**src/rtl/fetch_queue.sv**
```systemverilog
// Instruction fetch front end: issues in-order word fetches, queues returned words for decode,
// and discards stale responses after a redirect by counting them down in a DRAIN state.
module fetch_queue #(
    parameter int          DEPTH    = 4,
    parameter logic [31:0] RESET_PC = 32'h0000_0000
) (
    input  logic        clk,
    input  logic        reset,
    output logic        imem_req_valid,
    output logic [31:0] imem_req_addr,
    input  logic        imem_req_ready,
    input  logic        imem_resp_valid,
    input  logic [31:0] imem_resp_data,
    input  logic        redirect_valid,
    input  logic [31:0] redirect_pc,
    input  logic        stallD,
    output logic        validF,
    output logic [31:0] instrF,
    output logic [31:0] pcplus4F
);

    localparam int AW = $clog2(DEPTH);
    localparam int CW = AW + 1;

    localparam logic [0:0] RUN   = 1'b0;
    localparam logic [0:0] DRAIN = 1'b1;

    logic [0:0]    state;
    logic [31:0]   fetch_pc;
    logic [CW-1:0] count;
    logic [CW-1:0] outst;
    logic [CW-1:0] drop_cnt;
    logic [CW-1:0] live_outst;
    logic [CW-1:0] redir_drop;

    logic [31:0]   q_instr [DEPTH];
    logic [31:0]   q_pc4   [DEPTH];
    logic [AW-1:0] q_head, q_tail;

    // Addresses of every outstanding request, live or stale; popped by each response.
    logic [31:0]   a_mem   [DEPTH];
    logic [AW-1:0] a_head, a_tail;

    logic xfer, resp_ok, push, pop;

    assign live_outst = outst - drop_cnt;

    assign imem_req_valid = !reset && !redirect_valid &&
                            (((CW+1)'(count) + (CW+1)'(live_outst)) < (CW+1)'(DEPTH));
    assign imem_req_addr  = fetch_pc;

    assign xfer    = imem_req_valid && imem_req_ready;
    assign resp_ok = imem_resp_valid && (outst != '0);
    assign push    = resp_ok && (drop_cnt == '0) && !redirect_valid;
    assign pop     = validF && !stallD && !redirect_valid;

    assign redir_drop = outst - CW'(resp_ok);

    assign validF   = (count != '0);
    assign instrF   = validF ? q_instr[q_head] : 32'h0;
    assign pcplus4F = validF ? q_pc4[q_head]   : 32'h0;

    always_ff @(posedge clk or posedge reset) begin
        if (reset) begin
            state    <= RUN;
            fetch_pc <= RESET_PC;
            count    <= '0;
            outst    <= '0;
            drop_cnt <= '0;
            q_head   <= '0;
            q_tail   <= '0;
            a_head   <= '0;
            a_tail   <= '0;
        end else begin
            outst <= outst + CW'(xfer) - CW'(resp_ok);
            if (xfer)    a_tail <= a_tail + AW'(1);
            if (resp_ok) a_head <= a_head + AW'(1);

            if (redirect_valid) begin
                // The response arriving now is already stale, so it is not counted for dropping.
                fetch_pc <= redirect_pc & 32'hFFFF_FFFC;
                count    <= '0;
                q_head   <= '0;
                q_tail   <= '0;
                drop_cnt <= redir_drop;
                state    <= (redir_drop != '0) ? DRAIN : RUN;
            end else begin
                if (xfer) fetch_pc <= fetch_pc + 32'd4;
                if (push) q_tail   <= q_tail + AW'(1);
                if (pop)  q_head   <= q_head + AW'(1);
                count <= count + CW'(push) - CW'(pop);
                if (resp_ok && (drop_cnt != '0)) begin
                    drop_cnt <= drop_cnt - CW'(1);
                    if (drop_cnt == CW'(1)) state <= RUN;
                end
            end
        end
    end

    always_ff @(posedge clk) begin
        if (push) begin
            q_instr[q_tail] <= imem_resp_data;
            q_pc4[q_tail]   <= a_mem[a_head] + 32'd4;
        end
        if (xfer) a_mem[a_tail] <= fetch_pc;
    end

    resp_no_outst: assert property (@(posedge clk) disable iff (reset)
        !(imem_resp_valid && (outst == '0)));

endmodule
```
**config.mk**
```make
export PLATFORM = sky130hd
export DESIGN_NAME = fetch_queue
export DESIGN_NICKNAME = d
export VERILOG_FILES = /design/src/rtl/fetch_queue.sv
export SDC_FILE = /design/constraint.sdc
export NUM_CORES = 1
export LEC_CHECK = 0
export CORE_UTILIZATION = 57
export DETAILED_ROUTE_END_ITERATION = 8
export PLACE_DENSITY_LB_ADDON = 0.3
export SYNTH_ARGS = -nofsm -noshare
export SYNTH_HDL_FRONTEND = slang
export SYNTH_SLANG_ARGS = --single-unit
```
**constraint.sdc**
```tcl
create_clock -name clk -period 4.31 [get_ports clk]
set_input_delay 1.0775 -clock clk [delete_from_list [all_inputs] [get_ports clk]]
set_output_delay 1.0775 -clock clk [all_outputs]
set_load 0.02 [all_outputs]
```
==> results.py <==
metrics = {
    "global_routing": {
        "grt_overflow": 0,
        "antenna_found_initial": 0,
        "grt_max_degree": 66,
        "grt_pass1_vias": 9489,
        "grt_util_all_layers_pct": 21.7,
        "grt_pass1_wl_um": 51700,
    },
    "worst_setup_path": {
        "required_ns": 3.23,
        "crit_path_start": "q_head[0]",
        "reg2reg_from": "outst[0]",
        "slowest_delay_ns": 0.71,
        "crit_type": "reg -> out",
        "endpoint_kind": "primary output",
        "slowest_stage": "dfrtp_4",
        "cp_data_arrival_time_ns": 2.82,
        "cp-start-kind": "register",
        "path_max_fanout": 27,
        "crit_chain": "buf_12 -> mux4_2 -> nor2b_1 -> clkdlybuf4s50_1",
    },
    "layout": {
        "layout_commonest_cell": "edfxtp_1",
        "final_cell_mix": "edfxtp_1, clkdlybuf4s50_1, mux4_2",
        "fin_nets": 1238,
        "area_growth_pct": 20.1,
        "drive_above_1_share_pct": 15.7,
        "diodes": 0,
    },
    "die": {
        "fp.coreArea_um2": 29800,
        "die_y_um": 176,
        "die-area_um2": 31100,
        "initial_utilization_pct": 58.2,
        "num_rows": 63,
        "die-width_um": 176,
        "pin_count": 168,
    },
    "sta": {
        "final_hold_viol_count": 0,
        "slew_headroom_pct": 47.1,
        "final.setup.worst_slack_ns": 0.412,
        "setup_tns_ns": 0,
        "setup_viol": 0,
        "skew_ns": 0.0135,
        "maxSlewViolCount": 0,
        "max_freq_ghz": 0.257,
        "fin_crit_ns": 3.90,
        "rsz0062_at_grt": "no",
        "period_share_pct": 90.4,
        "worst_slew_pin_slew_ns": 0.786,
    },
    "synth": {
        "synth_edf_count": 368,
        "synth-xor-area-share_pct": 2.52,
        "synth-async-reset-ratio_pct": 11.3,
        "synth-compound-area-share_pct": 2.03,
        "yosysUniqueCellTypes": 57,
        "synth_seq_cells": 415,
        "ys_warn_count": 0,
        "synth-main-ff-cell": "edfxtp_1",
        "synth.area.top_cells": "edfxtp_1, mux4_2, dfrtp_1, nor2b_1, xnor2_1",
        "synth_mux_area_share_pct": 12.4,
        "synth_top_family_by_area": "multiplexers",
        "synth.avg_cell_area_um2": 18.0,
        "yosysTopAreaCellShare_pct": 63.7,
        "yosys.area_share.adder_pct": 1.86,
        "synth-simple-area-share_pct": 8.55,
        "synth-seq-area-share_pct": 70.5,
        "syn_area_um2": 17300,
        "synth_area_leader_cell": "edfxtp_1",
        "synthCells": 962,
    },
    "clocking": {
        "clk_path_buf_depth": 3,
        "worstSkewPairLatency_ns": 0.52,
        "cts_setup_buffers": 0,
        "cts_max_level": 2,
        "cts_buffers": 42,
        "cts_resized": 0,
        "cts_hold_buf": 0,
        "cts_tree": "yes",
        "root_buffer": "clkbuf_16",
        "cts_sinks": 415,
        "clkTransAtPathRegs_ns": 0.06,
    },
    "drt": {
        "ant_nets": 0,
        "routed_wirelength_um": 32800,
        "drt_iter0_drc": 744,
        "drc": 0,
        "first_pass_iters": 4,
        "vias": 9198,
        "via_per_inst": 5.87,
        "wl_per_cell_um": 21.0,
    },
    "placed_design": {
        "dp_hpwl_um": 19900,
        "place.port_buffers": 161,
        "gp_congestion": 0.828,
        "pre_cts_ws_ns": 0.642,
    },
    "power_and_ir_drop": {
        "ir_drop_mv": 0.438,
        "p_leak_nw": 6.92,
        "power.density_nw_per_um2": 611,
    },
    "flow_run": {
        "drv_cap": 0,
    },
    "hold_path": {
        "min-delay-start": "outst[0]",
        "hold_class": "reg -> reg",
    },
    "outcome": {
        "status": "complete, no violations",
    },
}
metal layers:
layer,wire [um],GRT usage (%)
met1,13800,29.7
met2,16400,36.8
met3,2050,3.47
met4,601,5.50
met5,0,0
worst max-delay path, delay by kind of cell, from the launching register on:
family / cells / cell delay, ns
buf+inv: 2 / 0.89
simple gates: 1 / 0.15
mux: 1 / 0.53
flops: 1 / 0.71
cell families (layout without fill, tap and decap cells):
logic type	count (synthesis)	in the layout
and+or+nand+nor	249	249
other	1	4
xor gates and xnor gates	50	50
adders and majority gates	24	24
buffers and inverters	74	286
AOI/OAI and AO/OA	53	53
DFF	415	415
muxes	96	96
flip-flops by register name, indices dropped and copies added (netlist names):
name,cells
imem_req_addr,30
drop_cnt,3
count,3
q_pc4,120
q_tail,2
outst,3
q_instr,128
a_head,2
a_mem,120
a_tail,2
q_head,2
worst paths after layout:
path	endpoint	slack, ns	cells past startpoint
max	pcplus4F[21]	0.41	4
min reg2reg	outst[0]	0.54	1
max in group asynchronous	q_head[0]	2.78	3
min	outst[0]	0.54	1
max reg2reg	imem_req_addr[24]	0.82	13
min in group asynchronous	drop_cnt[0]	1.06	3
where the power goes:
group / leakage [nW] / switching [mW] / internal (mW)
logic: 2.37 / 2.10 / 1.82
clock network: 0.659 / 1.41 / 2.14
registers: 3.89 / 0.324 / 4.92
total: 6.92 / 3.84 / 8.88
Yosys cell counts (all sizes together) (4+ instances only):
master  instances
edfxtp        368
mux4           92
nor2b          66
dfrtp          47
nand2          45
xnor2          39
nand3          34
buf            25
clkbuf         25
inv            24
ha             21
nand4          21
and3           18
o21ai          18
nor2           16
and2           15
xor2           11
nor3            8
a21oi           7
o311ai          6
or4             6
a22oi           5
and4            5
nor4            5
o211ai          5
or3             4
final cells by class:
| class | instances | area, um^2 |
|---|---|---|
| flip-flops and latches | 415 | 12200 |
| fillers | 1877 | 8970 |
| multi-input cells | 476 | 4780 |
| repair buffers | 185 | 1880 |
| clock buffers | 59 | 1180 |
| well taps | 390 | 488 |
| clock inverters | 18 | 185 |
| inverters | 24 | 90.1 |
metrics by stage:
stage / cells / hold slack (ns) / cell area (um^2) / utilization [%] / total power [mW]
after CTS: 1567 / 0.542 / 20800 / 69.9 / 12.8
after global routing: 1567 / 0.566 / 20800 / 69.9 / 13.3
after global placement: 1490 / 0.521 / 19500 / 65.3 / 9.15
after detailed placement: 1490 / 0.529 / 19500 / 65.3 / 9.26
after floorplan: 965 / 0.503 / 17400 / - / 7.83
final: 1567 / 0.543 / 20800 / 69.9 / 12.7
(Power assumes the default switching activity.)
